===== src/rtl/key_loader.sv =====
// key_loader: receives an unlock key as a valid/ready byte stream, verifies an
// XOR checksum, and only then commits the key to the held key bus that feeds the
// locked netlist. Repeated bad loads latch a permanent lockout (cleared by rst_n).
module key_loader #(
   parameter int KEY_WIDTH = 32,
   parameter int MAX_FAIL  = 3
) (
   input  logic                 clk,
   input  logic                 rst_n,
   input  logic                 in_valid,
   output logic                 in_ready,
   input  logic [7:0]           in_data,
   input  logic                 zeroize,
   output logic [KEY_WIDTH-1:0] key_out,
   output logic                 key_valid,
   output logic                 busy,
   output logic                 load_err,
   output logic                 lockout
);

   localparam int NBYTES = KEY_WIDTH / 8;
   localparam int CNT_W  = $clog2(NBYTES + 1);
   localparam int FAIL_W = $clog2(MAX_FAIL + 1);

   // byte_cnt value at which the incoming byte is the checksum rather than key data
   localparam logic [CNT_W-1:0]  CSUM_CNT  = CNT_W'(NBYTES);
   localparam logic [FAIL_W-1:0] FAIL_MAX  = FAIL_W'(MAX_FAIL);
   localparam logic [FAIL_W-1:0] FAIL_LAST = FAIL_W'(MAX_FAIL - 1);

   typedef enum logic [1:0] {
      S_IDLE,
      S_LOAD,
      S_CHECK,
      S_LOCK
   } state_t;

   state_t                state_q;
   logic [KEY_WIDTH-1:0]  shadow_q;
   logic [KEY_WIDTH-1:0]  key_q;
   logic                  key_valid_q;
   logic [7:0]            xor_acc_q;
   logic [CNT_W-1:0]      byte_cnt_q;
   logic [FAIL_W-1:0]     fail_cnt_q;
   logic                  match_q;

   logic                  xfer;
   logic                  zero_req;
   logic [FAIL_W-1:0]     fail_cnt_d;
   logic                  lock_next_d;

   // Handshake and status outputs decoded from the registered state; in_ready is
   // also gated by zeroize so no byte slips in during a wipe cycle.
   always_comb begin
      in_ready = 1'b0;
      busy     = 1'b0;
      load_err = 1'b0;
      lockout  = 1'b0;
      case (state_q)
         S_IDLE: begin
            in_ready = ~zeroize;
         end
         S_LOAD: begin
            in_ready = ~zeroize;
            busy     = 1'b1;
         end
         S_CHECK: begin
            busy     = 1'b1;
            // a wipe in the check cycle overrides the verdict, so no error pulse
            load_err = ~match_q & ~zeroize;
         end
         S_LOCK: begin
            lockout  = 1'b1;
         end
         default: begin
            in_ready = 1'b0;
         end
      endcase
   end

   // Transfer qualification and the saturating failure count used on mismatch.
   always_comb begin
      xfer        = in_valid & in_ready;
      zero_req    = zeroize & (state_q != S_LOCK);
      fail_cnt_d  = (fail_cnt_q == FAIL_MAX) ? fail_cnt_q : (fail_cnt_q + 1'b1);
      lock_next_d = (fail_cnt_q == FAIL_LAST);
   end

   assign key_out   = key_q;
   assign key_valid = key_valid_q;

   // Load FSM: collects key bytes into the shadow, verifies, commits or counts a failure.
   always_ff @(posedge clk or negedge rst_n) begin
      if (!rst_n) begin
         state_q     <= S_IDLE;
         shadow_q    <= '0;
         key_q       <= '0;
         key_valid_q <= 1'b0;
         xor_acc_q   <= '0;
         byte_cnt_q  <= '0;
         fail_cnt_q  <= '0;
         match_q     <= 1'b0;
      end else if (zero_req) begin
         // wipe everything key-related but keep the failure history
         state_q     <= S_IDLE;
         shadow_q    <= '0;
         key_q       <= '0;
         key_valid_q <= 1'b0;
         xor_acc_q   <= '0;
         byte_cnt_q  <= '0;
         match_q     <= 1'b0;
      end else begin
         case (state_q)
            S_IDLE: begin
               if (xfer) begin
                  // starting a new frame retracts any previously committed key
                  shadow_q    <= KEY_WIDTH'(in_data);
                  xor_acc_q   <= in_data;
                  byte_cnt_q  <= CNT_W'(1);
                  key_q       <= '0;
                  key_valid_q <= 1'b0;
                  state_q     <= S_LOAD;
               end
            end
            S_LOAD: begin
               if (xfer) begin
                  if (byte_cnt_q == CSUM_CNT) begin
                     match_q <= (in_data == xor_acc_q);
                     state_q <= S_CHECK;
                  end else begin
                     for (int j = 0; j < NBYTES; j++) begin
                        if (byte_cnt_q == CNT_W'(j)) begin
                           shadow_q[8*j +: 8] <= in_data;
                        end
                     end
                     xor_acc_q  <= xor_acc_q ^ in_data;
                     byte_cnt_q <= byte_cnt_q + 1'b1;
                  end
               end
            end
            S_CHECK: begin
               if (match_q) begin
                  key_q       <= shadow_q;
                  key_valid_q <= 1'b1;
                  fail_cnt_q  <= '0;
                  state_q     <= S_IDLE;
               end else begin
                  key_q       <= '0;
                  key_valid_q <= 1'b0;
                  fail_cnt_q  <= fail_cnt_d;
                  state_q     <= lock_next_d ? S_LOCK : S_IDLE;
               end
               shadow_q   <= '0;
               xor_acc_q  <= '0;
               byte_cnt_q <= '0;
               match_q    <= 1'b0;
            end
            S_LOCK: begin
               // terminal: key bus forced to zero until reset
               key_q       <= '0;
               key_valid_q <= 1'b0;
               state_q     <= S_LOCK;
            end
            default: begin
               state_q <= S_IDLE;
            end
         endcase
      end
   end

endmodule

===== config.mk =====
export PLATFORM = sky130hd
export DESIGN_NAME = key_loader
export DESIGN_NICKNAME = d
export VERILOG_FILES = /design/src/rtl/key_loader.sv
export SDC_FILE = /design/constraint.sdc
export NUM_CORES = 1
export LEC_CHECK = 0
export BUFFER_PORTS_ARGS = -buffer_cell sky130_fd_sc_hd__buf_2
export CELL_PAD_IN_SITES_DETAIL_PLACEMENT = 0
export CELL_PAD_IN_SITES_GLOBAL_PLACEMENT = 1
export CORE_ASPECT_RATIO = 0.75
export CORE_MARGIN = 10
export CORE_UTILIZATION = 49
export CTS_CLUSTER_DIAMETER = 120
export DETAILED_ROUTE_END_ITERATION = 12
export HOLD_SLACK_MARGIN = 0.02
export PLACE_DENSITY_LB_ADDON = 0.05
export SYNTH_ARGS = -nofsm -noshare
export SYNTH_HDL_FRONTEND = slang
export SYNTH_SLANG_ARGS = --single-unit

===== constraint.sdc =====
create_clock -name clk -period 2.8 [get_ports clk]
set_input_delay 0 -clock clk [delete_from_list [all_inputs] [get_ports clk]]
set_output_delay 0 -clock clk [all_outputs]
set_load 0.005 [all_outputs]

==> results of run 1 <==
==> critical path, cell delays in order, from the launching register on <==
cell and delay [ps]:
dfrtp_1 420, inv_1 110, ha_1 420, inv_1 170
or3_1 580, and2_4 290, mux2_2 270
==> metrics by stage <==
stage,total power [mW],instances
after global routing,3.39,462
after detailed placement,2.31,437
after floorplan,2.04,297
after global placement,2.28,437
final,3.18,462
after CTS,3.21,462
==> sequential cells by signal, summed over array words and instances (netlist names) <==
name and count:
fail_cnt_q 2, shadow_q 32, key_valid 1, key_out 32, xor_acc_q 8, state_q 2
byte_cnt_q 3, match_q 1
==> area by class of cell <==
cell class              count  area, um2  area share, %
clock buffers              10        138           3.21
clock inverters             6       72.6           1.69
inverters                  19       71.3           1.66
multi-input cells         182       1460           34.1
flip-flops and latches     81       2030           47.3
well taps                 101        126           2.95
repair buffers             63        390           9.10
==> report_power, final <==
part	leakage [nW]	internal [mW]	switching (mW)
logic	0.991	0.343	0.513
registers	1.10	1.33	0.107
clock network	0.103	0.446	0.444
total	2.20	2.11	1.06
==> cells by family after synthesis <==
family / synth area share (%)
AO/OA/AOI/OAI: 19.2
flip-flops: 55.7
AND/OR/NAND/NOR: 7.71
buffers and inverters: 4.13
multiplexers: 7.74
adder cells (fa/ha/maj): 3.79
XOR/XNOR: 1.69
==> synth_stat cells (2+ instances only) <==
library cell	n	area (um2)
o211ai_1	9	67.6
a41o_1	2	20.0
mux2_2	17	191
nor2b_1	6	37.5
ha_1	11	138
nand3_1	2	10.0
inv_1	19	71.3
nand4_1	2	12.5
a22o_1	40	350
buf_6	2	22.5
a32o_1	7	70.1
clkbuf_1	7	26.3
mux2i_1	9	90.1
and3_1	9	56.3
o21ai_2	3	26.3
nand2_1	15	56.3
o21ai_0	9	45.0
a31oi_1	2	12.5
nor2_1	3	11.3
dfrtp_1	81	2030
buf_2	5	25.0
nor4_1	2	12.5
a21oi_1	6	30.0
nand2b_1	5	31.3
xor2_1	7	61.3
==> repair_timing <==
item / CTS / global route
setup buffers: 0 / 0
hold endpoints to repair: 100 / 0
hold buffers: 9 / 0
==> per-layer routing <==
| metal | part of all wire, % | global-route usage, % | vias to the layer above |
|---|---|---|---|
| li1 | - | - | 1219 |
| met4 | 0.74 | 4.21 | 0 |
| met1 | 47 | 21.0 | 1237 |
| met3 | 6.2 | 4.71 | 7 |
| met2 | 46 | 23.9 | 56 |
| met5 | 0 | 0 | - |
==> final timing paths <==
| path | startpoint | endpoint | slack [ps] | depth (start not counted) |
|---|---|---|---|---|
| max | state_q[1]$_DFFE_PN0P_ | byte_cnt_q[2]$_DFFE_PN0P_ | 430 | 6 |
| min | in_valid | match_q$_DFFE_PN0P_ | 170 | 4 |
| max reg2reg | state_q[1]$_DFFE_PN0P_ | byte_cnt_q[2]$_DFFE_PN0P_ | 430 | 6 |
| min reg2reg | key_valid$_DFFE_PN0P_ | key_valid$_DFFE_PN0P_ | 480 | 1 |
| max in group asynchronous | rst_n | xor_acc_q[4]$_DFFE_PN0P_ | 1800 | 2 |
| min in group asynchronous | rst_n | key_out[15]$_DFFE_PN0P_ | 360 | 2 |
==> flow_summary.json, run 1 <==
{
  "grt_start_max_net_pins": 82,
  "clkTransAtPathRegs_ps": 80,
  "vias": 2519,
  "drt_iter0_markers": 221,
  "htree_num_levels": 3,
  "insertion_delay_ps": 350,
  "synth.distinct_cells": 42,
  "rows": 27,
  "finClkSkew_ps": 10.7,
  "pin_count": 49,
  "final_cell_mix": "dfrtp_1, buf_2, a22o_1",
  "grt-ovfl-total": 0,
  "diodes": 0,
  "syn_inst": 297,
  "cp.arrival_ps": 2600,
  "io_buffer_count": 48,
  "antenna_found_initial": 0,
  "yosys_warnings": 0,
  "clock_sinks": 81,
  "max_cap_violations": 0,
  "grt.total_usage_pct": 15.5,
  "synth_seq_area_share_pct": 55.7,
  "areaGrowthSynthToFinish_pct": 17.9,
  "status": "finished, final reports clean",
  "grt_pass1_vias": 2626,
  "slew_headroom_pct": 34.1,
  "dpl_worst_slack_ps": 471,
  "avgRoutedWirePerCell_um": 17.9,
  "path_class": "reg2reg",
  "drive_gt1_share_pct": 26.3,
  "fin_nets": 379,
  "grt_pass1_wl_um": 14100,
  "cts_root_buf": "clkbuf_8",
  "final_core_util_pct": 59.0,
  "fin_setup_tns_ps": 0,
  "cts_tree": "built",
  "critPathMaxFanout": 14,
  "timing.fmax_mhz": 423,
  "synth_edf_count": 0,
  "rsz0062_at_grt": "false",
  "routed_wl_um": 8280,
  "ctsResizeCount": 0,
  "numCtsBuffers": 9,
  "hold_class": "in2reg",
  "async_flop_share_pct": 100,
  "min_period_ps": 2370,
  "netlist_area_um2": 3640,
  "ant_nets": 0,
  "p_leak_nw": 2.20,
  "dpl.hpwl_um": 5790,
  "power.density_nw_per_um2": 741,
  "ys_ff_latch": 81,
  "fp.dieW_um": 119,
  "final_common_cell": "dfrtp_1",
  "avgViaCountPerCell": 5.45,
  "place.gp.congestion": 0.800,
  "slew_violations": 0,
  "die_area_um2": 11300,
  "die_h_um": 94.6,
  "synth_flop_cell": "dfrtp_1",
  "crit_required_ps": 3040,
  "initial_utilization_pct": 50.1,
  "finalSetupViolCount": 0,
  "synth_fp_nets": 320,
  "stdcell_area_um2": 4290,
  "start_kind": "flip-flop",
  "hold_viol_final": 0,
  "layout_setup_ws_ps": 433,
  "drt_first_pass_iters": 5,
  "clock_path_buffers": 2,
  "drc": 0,
  "peakVddDrop_uv": 337,
  "end_kind": "flip-flop",
  "holdWs_ps": 174,
  "timing.final.crit_share_pct": 84.5,
  "coreArea_um2": 7260,
  "fill_cells": 609,
  "worst_slew_pin_slew_ps": 989,
  "dpl_cell_area_um2": 3990,
  "synth.avg_cell_area_um2": 12.2
}
Power figures use the tool's default switching activity.
==> run 2, diff against run 1 <==
--- a/config.mk
+++ b/config.mk
@@ -5,12 +5,13 @@
 export SDC_FILE = /design/constraint.sdc
 export NUM_CORES = 1
 export LEC_CHECK = 0
+export ABC_AREA = 1
 export BUFFER_PORTS_ARGS = -buffer_cell sky130_fd_sc_hd__buf_2
 export CELL_PAD_IN_SITES_DETAIL_PLACEMENT = 0
 export CELL_PAD_IN_SITES_GLOBAL_PLACEMENT = 1
 export CORE_ASPECT_RATIO = 0.75
 export CORE_MARGIN = 10
-export CORE_UTILIZATION = 49
+export CORE_UTILIZATION = 39
 export CTS_CLUSTER_DIAMETER = 120
 export DETAILED_ROUTE_END_ITERATION = 12
 export HOLD_SLACK_MARGIN = 0.02
==> constraint.sdc (replaced) <==
create_clock -name clk -period 2.16 [get_ports clk]
set_input_delay 0 -clock clk [delete_from_list [all_inputs] [get_ports clk]]
set_output_delay 0 -clock clk [all_outputs]
set_load 0.005 [all_outputs]
==> run 2 against run 1 <==
Critical path type unchanged. Critical endpoint is now shadow_q[12]$_DFFE_PN0P_. Setup slack got worse by 260 ps. Power up 77%. Register-to-register slack worse by 260 ps. Flip-flop and latch count stayed put. Largest power group unchanged. Wire length up 12%.
==> flow_summary.json, run 2 <==
{
  "pin_count": 49,
  "ys_ff_latch": 81,
  "clock_power_share_pct": 27.3,
  "antenna_found_initial": 0,
  "finClkSkew_ps": 4.72,
  "clock_sinks": 81,
  "r2r_start": "state_q[0]$_DFFE_PN0P_",
  "timing.final.crit_share_pct": 91.9,
  "yosysTopAreaCellShare_pct": 52.5,
  "finalSetupViolCount": 0,
  "ys_top_cells_by_area": "dfrtp_1, nand2_1, inv_1",
  "cts_root_buf": "clkbuf_16",
  "r2r-end": "shadow_q[12]$_DFFE_PN0P_",
  "drt_first_pass_iters": 4,
  "grt-ovfl-total": 0,
  "worstHoldPathCells": 6,
  "async_flop_share_pct": 100,
  "synth_top_cell_by_area": "dfrtp_1",
  "fill_cells": 977,
  "end_kind": "flip-flop",
  "place_inst": 655,
  "diodes": 0,
  "p_leak_nw": 2.49,
  "holdPathEnd": "match_q$_DFFE_PN0P_",
  "status": "finished, final reports clean",
  "max_cap_violations": 0,
  "avgRoutedWirePerCell_um": 13.8,
  "synth.distinct_cells": 26,
  "insertion_delay_ps": 330,
  "synth_flop_cell": "dfrtp_1",
  "synth_edf_count": 0,
  "yosysMostFrequentCell": "nand2_1",
  "ff2ff_path_depth": 9,
  "final_cell_mix": "nand2_1, dfrtp_1, inv_1",
  "drc": 0,
  "routed_wl_um": 9240,
  "drt_iter0_markers": 178,
  "seqPwrFrac_pct": 36.5,
  "die_area_um2": 14300,
  "die_h_um": 106,
  "synth_fp_nets": 500,
  "vias": 3149,
  "synth_top_cells_by_count": "nand2_1, dfrtp_1, inv_1, o21ai_0, nand4_1",
  "p_int_mw": 3.46,
  "p_sw_mw": 2.16,
  "dpl.hpwl_um": 6880,
  "critPathMaxFanout": 15,
  "min_period_ps": 1990,
  "crit_required_ps": 2430,
  "final_common_cell": "nand2_1",
  "grt_pass1_vias": 3111,
  "peakVddDrop_uv": 453,
  "synth_seq_area_share_pct": 52.5,
  "fin_nets": 558,
  "areaGrowthSynthToFinish_pct": 21.1,
  "hold_class": "in2reg",
  "netlist_area_um2": 3860,
  "fin_setup_tns_ps": 0,
  "worst_slew_pin_slew_ps": 653,
  "hold_viol_final": 0,
  "worstHoldStart": "in_data[7]",
  "cp.arrival_ps": 2250,
  "synth.avg_cell_area_um2": 8.09,
  "clkTransAtPathRegs_ps": 60,
  "slew_violations": 0,
  "htree_num_levels": 3,
  "rsz0062_at_grt": "true",
  "r2r_slack_ps": 170,
  "grt.total_usage_pct": 13.7,
  "combPwrFrac_pct": 36.2,
  "place.gp.congestion": 0.821,
  "power.density_nw_per_um2": 1200,
  "switching_share_pct": 38.5,
  "grt_start_max_net_pins": 50,
  "cts_tree": "built",
  "fp.dieW_um": 135,
  "path_class": "reg2reg",
  "numCtsBuffers": 9,
  "syn_inst": 477,
  "ant_nets": 0,
  "avgViaCountPerCell": 4.69,
  "start_kind": "flip-flop",
  "io_buffer_count": 48,
  "yosys_warnings": 0,
  "clock_path_buffers": 2,
  "slew_headroom_pct": 56.4,
  "timing.fmax_mhz": 504,
  "cts_post_setup_buffers_inserted": 0,
  "dpl_worst_slack_ps": 90.7,
  "initial_utilization_pct": 40.0,
  "coreArea_um2": 9660,
  "rows": 31,
  "drive_gt1_share_pct": 16.9,
  "fin_cells": 671,
  "layout_setup_ws_ps": 175,
  "grt_pass1_wl_um": 15900
}
## run 2: changes by cell type after synthesis, sizes merged, moves of 9 or more
cell	delta
a22o	-40
and3	-9
inv	+44
mux2	-17
mux2i	-9
nand2	+154
nand3	+18
nand4	+30
nor2	+17
o211ai	-9
o21ai	+33
## run 2: timing repair
item / CTS / global route
hold endpoints to repair: 48 / 0
endpoints found under the setup margin: 0 / 46
hold buffers: 1 / 0
resized for setup: 0 / 7
## run 2: per-layer routing
metal | up-vias | GRT usage [%] | wire length [um] | share of wire, %
li1 | 1636 | - | - | -
met1 | 1458 | 19.3 | 4890 | 53
met2 | 46 | 19.5 | 3780 | 41
met3 | 9 | 4.47 | 486 | 5.3
met4 | 0 | 3.49 | 82 | 0.89
met5 | - | 0 | 0 | 0
## run 2: power by group through the flow
stage	clock [mW]	combinational, mW	sequential (mW)
5_1_grt	1.65	2.37	2.09
6_report	1.53	2.03	2.05
2_1_floorplan	0	1.44	2.01
3_5_place_dp	0	2.01	2.07
3_3_place_gp	0	1.98	2.07
4_1_cts	1.58	2.02	2.05
## run 2: worst max-delay path by stage
stage	startpoint	end	slack, ps
floorplan	state_q[0]$_DFFE_PN0P_	shadow_q[24]$_DFFE_PN0P_	400
global placement	state_q[0]$_DFFE_PN0P_	shadow_q[14]$_DFFE_PN0P_	190
detailed placement	state_q[0]$_DFFE_PN0P_	shadow_q[22]$_DFFE_PN0P_	90
CTS	state_q[0]$_DFFE_PN0P_	shadow_q[22]$_DFFE_PN0P_	70
global route	state_q[0]$_DFFE_PN0P_	shadow_q[13]$_DFFE_PN0P_	-9
finish	state_q[0]$_DFFE_PN0P_	shadow_q[12]$_DFFE_PN0P_	170
## run 2: logic make-up (layout without fill, tap and decap cells)
| family | Yosys count | after routing | share of synthesized area, % |
|---|---|---|---|
| AO/OA/AOI/OAI | 55 | 55 | 7.65 |
| XOR/XNOR | 4 | 4 | 0.908 |
| AND/OR/NAND/NOR | 246 | 246 | 27.2 |
| flip-flops | 81 | 81 | 52.5 |
| adder cells (fa/ha/maj) | 11 | 11 | 3.57 |
| buffers and inverters | 80 | 142 | 8.17 |
## run 2: area by class of cell
class | instances | area, um2 | area share, %
Clock inverter | 4 | 51.3 | 1.10
Inverter | 63 | 236 | 5.06
Sequential cell | 81 | 2030 | 43.4
Clock buffer | 11 | 253 | 5.41
Timing Repair Buffer | 64 | 390 | 8.36
Multi-Input combinational cell | 316 | 1550 | 33.2
Tap cell | 132 | 165 | 3.54
## run 2: through the flow
step           util [%]  cell area (um2)  hold slack, ps  power (mW)
4_1_cts            48.0             4640            86.2        5.65
3_5_place_dp       44.8             4330            75.3        4.08
5_1_grt            48.4             4670             107        6.11
3_3_place_gp       44.8             4330            73.7        4.04
2_1_floorplan         -             3860            -296        3.45
6_report           48.4             4670            89.6        5.62
## run 2: worst max-delay path: stages, from the launching register on
cell	delay [ps]
dfrtp_1	430
ha_1	260
inv_2	110
nand2_2	120
nand3_1	110
nand2_1	70
inv_2	310
buf_4	260
nand4_1	140
nand2_1	100
